--- src/rtl/ps2_arrow_judge_if.sv ---
// Controller-facing bundle of the arrow judge: the judge window and bottom row in,
// the judgement pulses and decoded key info out.
interface ps2_arrow_judge_if;
  logic       check_input_go;
  logic [2:0] line_6;
  logic       correct;
  logic       incorrect;
  logic       check_input_done;
  logic       key_valid;
  logic [1:0] key_lane;

  // Controller side: opens the window and presents the row, consumes the verdict.
  modport master (
    output check_input_go,
    output line_6,
    input  correct,
    input  incorrect,
    input  check_input_done,
    input  key_valid,
    input  key_lane
  );

  // Judge side.
  modport slave (
    input  check_input_go,
    input  line_6,
    output correct,
    output incorrect,
    output check_input_done,
    output key_valid,
    output key_lane
  );
endinterface

--- src/rtl/ps2_arrow_judge.sv ---
// PS/2 receiver, extended arrow make-code decoder and press judge for the bottom tile row.
// Emits one correct/incorrect verdict per opened judge window.
module ps2_arrow_judge #(
  parameter int unsigned TIMEOUT_CYCLES = 50000
) (
  input  logic              clock,
  input  logic              reset,
  input  logic              PS2_CLK,
  input  logic              PS2_DAT,
  ps2_arrow_judge_if.slave  judge
);

  localparam int unsigned ToW = $clog2(TIMEOUT_CYCLES + 1);

  // ---------------------------------------------------------------------------
  // Synchronizers and falling-edge detect
  // ---------------------------------------------------------------------------
  logic clk_s1_q, clk_s2_q, clk_s3_q;
  logic dat_s1_q, dat_s2_q;
  logic ps2_fall;

  always_ff @(posedge clock or posedge reset) begin
    if (reset) begin
      clk_s1_q <= 1'b1;
      clk_s2_q <= 1'b1;
      clk_s3_q <= 1'b1;
      dat_s1_q <= 1'b1;
      dat_s2_q <= 1'b1;
    end else begin
      clk_s1_q <= PS2_CLK;
      clk_s2_q <= clk_s1_q;
      clk_s3_q <= clk_s2_q;
      dat_s1_q <= PS2_DAT;
      dat_s2_q <= dat_s1_q;
    end
  end

  assign ps2_fall = clk_s3_q & ~clk_s2_q;

  // ---------------------------------------------------------------------------
  // Frame receiver
  // ---------------------------------------------------------------------------
  logic [10:0]    shift_q;
  logic [3:0]     bit_cnt_q;
  logic [ToW-1:0] to_cnt_q;
  logic           byte_stb_q;
  logic [7:0]     byte_q;
  logic [10:0]    frame_next;
  logic           frame_ok;

  assign frame_next = {dat_s2_q, shift_q[10:1]};
  // Start low, stop high, odd parity over data plus parity bit.
  assign frame_ok   = ~frame_next[0] & frame_next[10] & (^frame_next[9:1]);

  always_ff @(posedge clock or posedge reset) begin
    if (reset) begin
      shift_q    <= '0;
      bit_cnt_q  <= '0;
      to_cnt_q   <= '0;
      byte_stb_q <= 1'b0;
      byte_q     <= '0;
    end else begin
      byte_stb_q <= 1'b0;
      if (ps2_fall) begin
        shift_q  <= frame_next;
        to_cnt_q <= '0;
        if (bit_cnt_q == 4'd10) begin
          bit_cnt_q <= '0;
          if (frame_ok) begin
            byte_stb_q <= 1'b1;
            byte_q     <= frame_next[8:1];
          end
        end else begin
          bit_cnt_q <= bit_cnt_q + 4'd1;
        end
      end else if (bit_cnt_q != 4'd0) begin
        // A stalled partial frame is discarded so the next start bit realigns.
        if (to_cnt_q == ToW'(TIMEOUT_CYCLES - 1)) begin
          bit_cnt_q <= '0;
          to_cnt_q  <= '0;
        end else begin
          to_cnt_q <= to_cnt_q + ToW'(1);
        end
      end
    end
  end

  // ---------------------------------------------------------------------------
  // Scan-code decoder
  // ---------------------------------------------------------------------------
  typedef enum logic [1:0] {DecIdle, DecExt, DecBrk, DecExtBrk} dec_state_e;

  dec_state_e dec_q;
  logic       key_valid_q;
  logic [1:0] key_lane_q;
  logic       arrow_hit;
  logic [1:0] arrow_lane;

  always_comb begin
    arrow_hit  = 1'b1;
    arrow_lane = 2'd0;
    case (byte_q)
      8'h6B:   arrow_lane = 2'd0;
      8'h72:   arrow_lane = 2'd1;
      8'h75:   arrow_lane = 2'd2;
      8'h74:   arrow_lane = 2'd3;
      default: arrow_hit  = 1'b0;
    endcase
  end

  always_ff @(posedge clock or posedge reset) begin
    if (reset) begin
      dec_q       <= DecIdle;
      key_valid_q <= 1'b0;
      key_lane_q  <= 2'd0;
    end else begin
      key_valid_q <= 1'b0;
      if (byte_stb_q) begin
        unique case (dec_q)
          DecIdle: begin
            if (byte_q == 8'hE0)      dec_q <= DecExt;
            else if (byte_q == 8'hF0) dec_q <= DecBrk;
            else                      dec_q <= DecIdle;
          end
          DecExt: begin
            if (byte_q == 8'hF0) begin
              dec_q <= DecExtBrk;
            end else begin
              dec_q <= DecIdle;
              if (arrow_hit) begin
                key_valid_q <= 1'b1;
                key_lane_q  <= arrow_lane;
              end
            end
          end
          // Break codes swallow the following byte; releases are not events.
          DecBrk, DecExtBrk: dec_q <= DecIdle;
          default:           dec_q <= DecIdle;
        endcase
      end
    end
  end

  // ---------------------------------------------------------------------------
  // Judge
  // ---------------------------------------------------------------------------
  typedef enum logic [1:0] {JdgIdle, JdgArmed, JdgDone} jdg_state_e;

  jdg_state_e jdg_q;
  logic       go_q;
  logic       arm_new_q;
  logic       correct_q;
  logic       incorrect_q;
  logic       done_q;
  logic       lane_match;

  assign lane_match = judge.line_6[2] & (judge.line_6[1:0] == key_lane_q);

  always_ff @(posedge clock or posedge reset) begin
    if (reset) begin
      jdg_q       <= JdgIdle;
      go_q        <= 1'b0;
      arm_new_q   <= 1'b0;
      correct_q   <= 1'b0;
      incorrect_q <= 1'b0;
      done_q      <= 1'b0;
    end else begin
      go_q        <= judge.check_input_go;
      arm_new_q   <= 1'b0;
      correct_q   <= 1'b0;
      incorrect_q <= 1'b0;
      done_q      <= 1'b0;
      unique case (jdg_q)
        JdgIdle: begin
          if (judge.check_input_go && !go_q) begin
            jdg_q     <= JdgArmed;
            arm_new_q <= 1'b1;
          end
        end
        JdgArmed: begin
          // Abort wins over a coincident event; an event in the opening cycle is too early.
          if (!judge.check_input_go) begin
            jdg_q <= JdgIdle;
          end else if (key_valid_q && !arm_new_q) begin
            correct_q   <= lane_match;
            incorrect_q <= ~lane_match;
            done_q      <= 1'b1;
            jdg_q       <= JdgDone;
          end
        end
        JdgDone: begin
          if (!judge.check_input_go) jdg_q <= JdgIdle;
        end
        default: jdg_q <= JdgIdle;
      endcase
    end
  end

  assign judge.correct          = correct_q;
  assign judge.incorrect        = incorrect_q;
  assign judge.check_input_done = done_q;
  assign judge.key_valid        = key_valid_q;
  assign judge.key_lane         = key_lane_q;

endmodule

--- src/flat_wrapper.sv ---
// flat-port wrapper written by rule: the top's interface ports become plain ports
module ps2_arrow_judge_flat 
#(
  parameter int unsigned TIMEOUT_CYCLES = 50000
)
  (clock, reset, PS2_CLK, PS2_DAT, judge_check_input_go, judge_line_6, judge_correct, judge_incorrect, judge_check_input_done, judge_key_valid, judge_key_lane);
  ps2_arrow_judge_if judge_i ();
  input  logic clock;
  input  logic reset;
  input  logic PS2_CLK;
  input  logic PS2_DAT;
  input wire logic [$bits(judge_i.check_input_go)-1:0] judge_check_input_go;
  input wire logic [$bits(judge_i.line_6)-1:0] judge_line_6;
  output wire logic [$bits(judge_i.correct)-1:0] judge_correct;
  output wire logic [$bits(judge_i.incorrect)-1:0] judge_incorrect;
  output wire logic [$bits(judge_i.check_input_done)-1:0] judge_check_input_done;
  output wire logic [$bits(judge_i.key_valid)-1:0] judge_key_valid;
  output wire logic [$bits(judge_i.key_lane)-1:0] judge_key_lane;
  assign judge_i.check_input_go = judge_check_input_go;
  assign judge_i.line_6 = judge_line_6;
  assign judge_correct = judge_i.correct;
  assign judge_incorrect = judge_i.incorrect;
  assign judge_check_input_done = judge_i.check_input_done;
  assign judge_key_valid = judge_i.key_valid;
  assign judge_key_lane = judge_i.key_lane;
  ps2_arrow_judge #(.TIMEOUT_CYCLES(TIMEOUT_CYCLES)) u_core (.clock(clock), .reset(reset), .PS2_CLK(PS2_CLK), .PS2_DAT(PS2_DAT), .judge(judge_i));
endmodule
--- config.mk ---
export PLATFORM = sky130hd
export DESIGN_NAME = ps2_arrow_judge_flat
export DESIGN_NICKNAME = d
export VERILOG_FILES = /design/src/rtl/ps2_arrow_judge_if.sv /design/src/rtl/ps2_arrow_judge.sv /design/src/flat_wrapper.sv
export SDC_FILE = /design/constraint.sdc
export NUM_CORES = 1
export LEC_CHECK = 0
export ABC_CLOCK_PERIOD_IN_PS = 2100
export CAP_MARGIN = 5
export CORE_MARGIN = 4
export CORE_UTILIZATION = 53
export CTS_CLUSTER_SIZE = 25
export DETAILED_ROUTE_END_ITERATION = 8
export GPL_TIMING_DRIVEN = 0
export PLACE_DENSITY = 0.73
export SYNTH_ARGS = -nofsm -noshare
export SYNTH_HDL_FRONTEND = slang
export SYNTH_SLANG_ARGS = --single-unit
export TNS_END_PERCENT = 20
--- constraint.sdc ---
create_clock -name clock -period 2.1 [get_ports clock]
set_clock_uncertainty 0.2 [all_clocks]
set_input_delay 0.525 -clock clock [delete_from_list [all_inputs] [get_ports clock]]
set_output_delay 0.525 -clock clock [all_outputs]
set_load 0.05 [all_outputs]
======== Yosys cells after proc, flatten, opt, wreduce, memory -nomap -nowiden ========
Cells that the tools add are included.
word-level totals
  output and inout port bits .............. 6
  word-level logic and storage cells ...... 98
  bits of input ports ..................... 8
  flip-flop bits (word level) ............. 57
cells by class
  eq/ne operators ......................... 17
  add/sub/neg operators ................... 2
  reductions and logical operators ........ 16
  bitwise operators ....................... 8
  muxes and demuxes ....................... 36
operators with widths
  cell                                                                    count
  16-bit two-way mux                                                      3
  8-bit by 7-bit equality test with 1-bit output (second input constant)  4
  1-bit two-way mux                                                       19
  2-bit case mux with 3 select lines                                      3
  16-bit by 1-bit adder with 16-bit output (second input constant)        1
  16-bit equality test (second input constant)                            1
  8-bit equality test (second input constant)                             2
  4-bit two-way mux                                                       4
  2-bit two-way mux                                                       7
  9-bit parity                                                            1
  2-bit equality test (second input constant)                             3
  3-bit AND reduction                                                     2
  4-bit by 1-bit adder with 4-bit output (second input constant)          1
  1-bit AND                                                               4
  2-bit by 1-bit equality test with 1-bit output (second input constant)  2
  4-bit equality test (second input constant)                             1
  2-bit logical NOT                                                       2
  1-bit inverter                                                          4
  4-bit AND reduction                                                     1
  2-bit nonzero test                                                      2
  4-bit nonzero test                                                      1
  4-bit OR reduction                                                      1
  3-bit by 2-bit != test with 1-bit output (second input constant)        1
  2-bit equality test                                                     1
  6 further kinds                                                         8

======== Depth between registers and ports, before layout ========
Gate-level depths: netlist of run 1.
  depth in word-level cells ............... 7
  gate-level depth with buffers ........... 7
  depth with buffers taken out ............ 6

======== Least setup slack after synthesis of run 1 ========
OpenSTA, ideal clock, no wires.
  path type ............................... register -> register
  from .................................... register u_core.bit_cnt_q[0]
  to ...................................... register u_core.to_cnt_q[9]
  library setup time ...................... 0.149 ns
  cell stages (with the launch flop) ...... 8
  data required time ...................... 1.751 ns
  data arrival time ....................... 1.766 ns
  period minus slack after synthesis ...... 2.114 ns
  buffers on the path ..................... 1
  setup slack ............................. -0.014 ns
  path through ............................ dfrtp_1 -> inv_1 -> ha_1 -> or3b_2 -> o211ai_1 -> buf_2 -> or4_1 -> a21oi_1
on the way
  word-level cells in the longest chain between the ends .. 2
ends and longest elaborated chain
  element                              RTL line               source
  start: declaration                   ps2_arrow_judge.sv:44  logic [3:0] bit_cnt_q;
  start signal: assignment             ps2_arrow_judge.sv:74  bit_cnt_q <= bit_cnt_q + 4'd1;
  4-bit nonzero test                   ps2_arrow_judge.sv:76  end else if (bit_cnt_q != 4'd0) begin
  2-bit nonzero test (no source line)  n/a
  end signal: assignment               ps2_arrow_judge.sv:82  to_cnt_q <= to_cnt_q + ToW'(1);
  end: declaration                     ps2_arrow_judge.sv:45  logic [ToW-1:0] to_cnt_q;
No other way between the ends.
A chain may end at the register's enable or synchronous reset.

======== Worst setup path after layout of run 1 ========
  from .................................... register u_core.dat_s2_q
  to ...................................... register u_core.byte_q[5]
on the way
  word-level cells in the longest chain between the ends .. 3
ends and longest elaborated chain
  element                               RTL line               source
  start: declaration                    ps2_arrow_judge.sv:19  logic dat_s1_q, dat_s2_q;
  start signal: assignment              ps2_arrow_judge.sv:34  dat_s2_q <= dat_s1_q;
  1-bit AND (2 in a row)                ps2_arrow_judge.sv:53  assign frame_ok = ~frame_next[0] & frame_next[10] & (^frame_next[9:1]);
  3-bit AND reduction (no source line)  n/a
  end signal: assignment                ps2_arrow_judge.sv:71  byte_q <= frame_next[8:1];
  end: declaration                      ps2_arrow_judge.sv:47  logic [7:0] byte_q;
No other way between the ends.

==> impl_metrics.tcl, run 1 <==
set metrics [dict create \
    status "finished, violations left" \
    violations "negative setup slack" \
    synth_ff_type "dfrtp_1" \
    maxCapViolations 0 \
    reg2reg_from "u_core.dat_s2_q$_DFF_PP1_" \
    synthesis.area_um2 2681 \
    drive_gt1_share_pct 26.10 \
    slew_headroom_pct 63.93 \
    arrival_ns 2.12 \
    critical_path_required_ns 2.11 \
    start_util_pct 55.66 \
    crit_start "u_core.dat_s2_q$_DFF_PP1_" \
    routabilityCongestion 0.8427 \
    met1_length_mm 2.420 \
    async_flop_share_pct 100.0 \
    antenna_found_initial 0 \
    ys_top_cells_by_count "dfrtp_1 (51), nand2_1 (20), mux2_2 (18)" \
    setup_viol 6 \
    grt_pass1_vias 1870 \
    coreArea_um2 4817 \
    vias 1947 \
    wl_met2_mm 2.286 \
    clock_sink_count 56 \
    p_per_area_nw_per_um2 949.6 \
    synth.top_cells.by_area "dfrtp_1 (48%), mux2_2 (7.6%), dfstp_2 (4.9%)" \
    drc 0 \
    drt_first_pass_iters 4 \
    ir_worst_vdd_mv 0.5198 \
    grt_pass1_wl_mm 8.707 \
    slew_viol_final 0 \
    cts_root_buffer "clkbuf_8" \
    hp-start "u_core.dat_s1_q$_DFF_PP1_" \
    portBuffers 13 \
    track_usage_pct 17.65 \
    setup.worst_path.end_class "register" \
    hold_viol_final 0 \
    r2r_cells 5 \
    htree_levels 2 \
    ant_nets 0 \
    diodes 0 \
    gr-total-overflow 0 \
    synth.largest_area_cell "dfrtp_1" \
    fin_ws_ns -0.01115 \
    p_leak_nw 1.363 \
    syn-num-nets 253 \
    fillCellCount 391 \
    layout.nets 283 \
    yosysUniqueCellTypes 48 \
    dpl.hpwl_mm 3.318 \
    yosys_register_bits 56 \
    die_area_um2 6261 \
    finalCriticalPeriod_ns 2.111 \
    synth-seq-area-share_pct 52.50 \
    path_class "reg2reg" \
    cp_max_fo 8 \
    whs_path_depth 0 \
    syn_to_final_growth_pct 18.20 \
    cts_hold_buf 0 \
    cts_buffers 5 \
    clk_path_buf_depth 2 \
    yosysMostFrequentCell "dfrtp_1" \
    clock_latency_ns 0.32 \
    wl_per_cell_um 14.56 \
    worstMarginPinSlew_ns 0.5402 \
    regArea_um2 1408 \
    clkTransAtPathRegs_ns 0.10 \
    syn_inst 241 \
    fmaxAchievable_mhz 473.7 \
    drt_iter0_markers 138 \
    met3_length_um 172 \
    yosys_warnings 0 \
    dr.max_layer_used "met4" \
    synth_edf_count 0 \
    die_h_um 79.13 \
    design.portCount 14 \
    routed_wl_mm 4.936 \
    worst_setup_path_start_kind "register" \
    post-place-ws_ns -0.3785 \
    hold_class "reg2reg" \
    die_w_um 79.13 \
    synth_top_area_share_pct 47.60 \
    multi_input_area_um2 1301 \
    cts_tree "yes" \
    synth_area_per_cell_um2 11.13 \
    via_per_inst 5.743 \
    period_share_pct 100.5 \
    grt_max_degree 32 \
    rows 25 \
    utilization_pct 65.79 \
    rsz0062_at_grt "true" \
]
-- registers in the layout, indices dropped and copies added, names as in the netlist, 2 cells and up --
| name | flops |
|---|---|
| u_core.bit_cnt_q | 4 |
| u_core.byte_q | 8 |
| u_core.dec_q | 2 |
| u_core.jdg_q | 2 |
| u_core.judge.key_lane | 2 |
| u_core.shift_q | 10 |
| u_core.to_cnt_q | 16 |
-- cell type report --
type                       count  share of cell area [%]
sequential                    56                   44.41
multi-input combinational    171                   41.06
clock inverter                 3                  0.6711
inverter                       8                  0.9475
tap                           67                   2.645
buffer                         4                  0.5922
clock buffer                   5                   2.171
timing repair buffer          25                   7.501
-- worst paths after layout --
kind                                                   endpoint  slack (ns)
hold reg to reg                       u_core.dat_s2_q$_DFF_PP1_        0.16
max in group asynchronous             u_core.clk_s1_q$_DFF_PP1_        0.72
setup / recovery                   u_core.byte_q[5]$_DFFE_PP0P_       -0.01
setup reg to reg                   u_core.byte_q[5]$_DFFE_PP0P_       -0.01
min in group asynchronous  u_core.judge.key_lane[0]$_DFFE_PP0P_        0.36
hold / removal                        u_core.dat_s2_q$_DFF_PP1_        0.16
-- critical path, cell delays in order (launching register included) --
cell and delay (ns):
dfstp_2 0.54, nor4bb_2 0.41, nand3b_1 0.19, mux2i_4 0.19, buf_12 0.15, mux2_2 0.33
-- layer usage --
| layer | track usage [%] | vias up |
|---|---|---|
| met1 | 25.69 | 969 |
| met3 | 3.741 | 4 |
| met4 | 6.186 | 0 |
| li1 | - | 948 |
| met2 | 26.18 | 26 |
| met5 | 0 | - |
-- per-stage QoR --
step / instances / hold WS, ns / instance area, um2 / setup TNS [ns] / power, W
6_report: 339 / 0.1608 / 3169 / -0.04048 / 0.003010
5_1_grt: 339 / 0.1705 / 3169 / -0.9274 / 0.003218
4_1_cts: 337 / 0.1619 / 3098 / -0.5661 / 0.002925
3_5_place_dp: 322 / 0.1468 / 2918 / -3.660 / 0.002212
3_3_place_gp: 321 / 0.1452 / 2898 / -56.29 / 0.002185
2_1_floorplan: 241 / 0.1452 / 2684 / 0 / 0.002047
-- cells in the final DEF (no fill, tap or decap), drive strengths merged, types with 2 or more instances in the layout --
cell type	instances
o211ai	3
dfstp	5
nand2b	7
nor3	4
clkdlybuf4s50	7
clkbuf	7
and4	2
nand3b	3
nand3	15
nor3b	2
buf	14
o21a	2
xnor2	5
o31ai	8
a21oi	15
dlygate4sd2	6
ha	4
o21ai	8
nor2b	3
and3b	2
or3b	2
or2	2
inv	9
nand4	9
mux2i	3
dfrtp	51
nand4b	2
nand2	20
and4b	2
or4	7
mux2	18
nor2	8
-- power by group --
group / switching [W] / leakage, nW / internal [W] / total (W)
sequential: 0.000172 / 0.732 / 0.00124 / 0.00142
combinational: 0.000411 / 0.587 / 0.000580 / 0.000991
clock: 0.000364 / 0.0445 / 0.000238 / 0.000602
total: 0.000947 / 1.36 / 0.00206 / 0.00301
-- timing repair --
| action | in CTS | in global routing |
|---|---|---|
| resized for setup | 21 | 14 |
| buffers inserted | 7 | 4 |
| gates cloned | 1 | 0 |
| setup endpoints to repair | 27 | 22 |
| pin swaps | 12 | 10 |
-- kinds of logic (layout without fill, tap and decap cells) --
logic type / after synthesis / count (layout) / share of synthesized area, %
AOI/OAI and AO/OA: 42 / 42 / 9.893
adders and majority gates: 4 / 4 / 1.867
and+or+nand+nor: 96 / 96 / 20.77
xor gates and xnor gates: 8 / 8 / 3.779
DFF: 56 / 56 / 52.50
muxes: 21 / 21 / 9.146
buffers and inverters: 14 / 45 / 2.053
(Power assumes the default switching activity.)
==> run 2, diff against run 1 <==
Settings changed: CTS_CLUSTER_SIZE 25 to 8.
==> results of run 2 <==
Same layout as run 1: the final DEF is identical, and so are final timing and power.
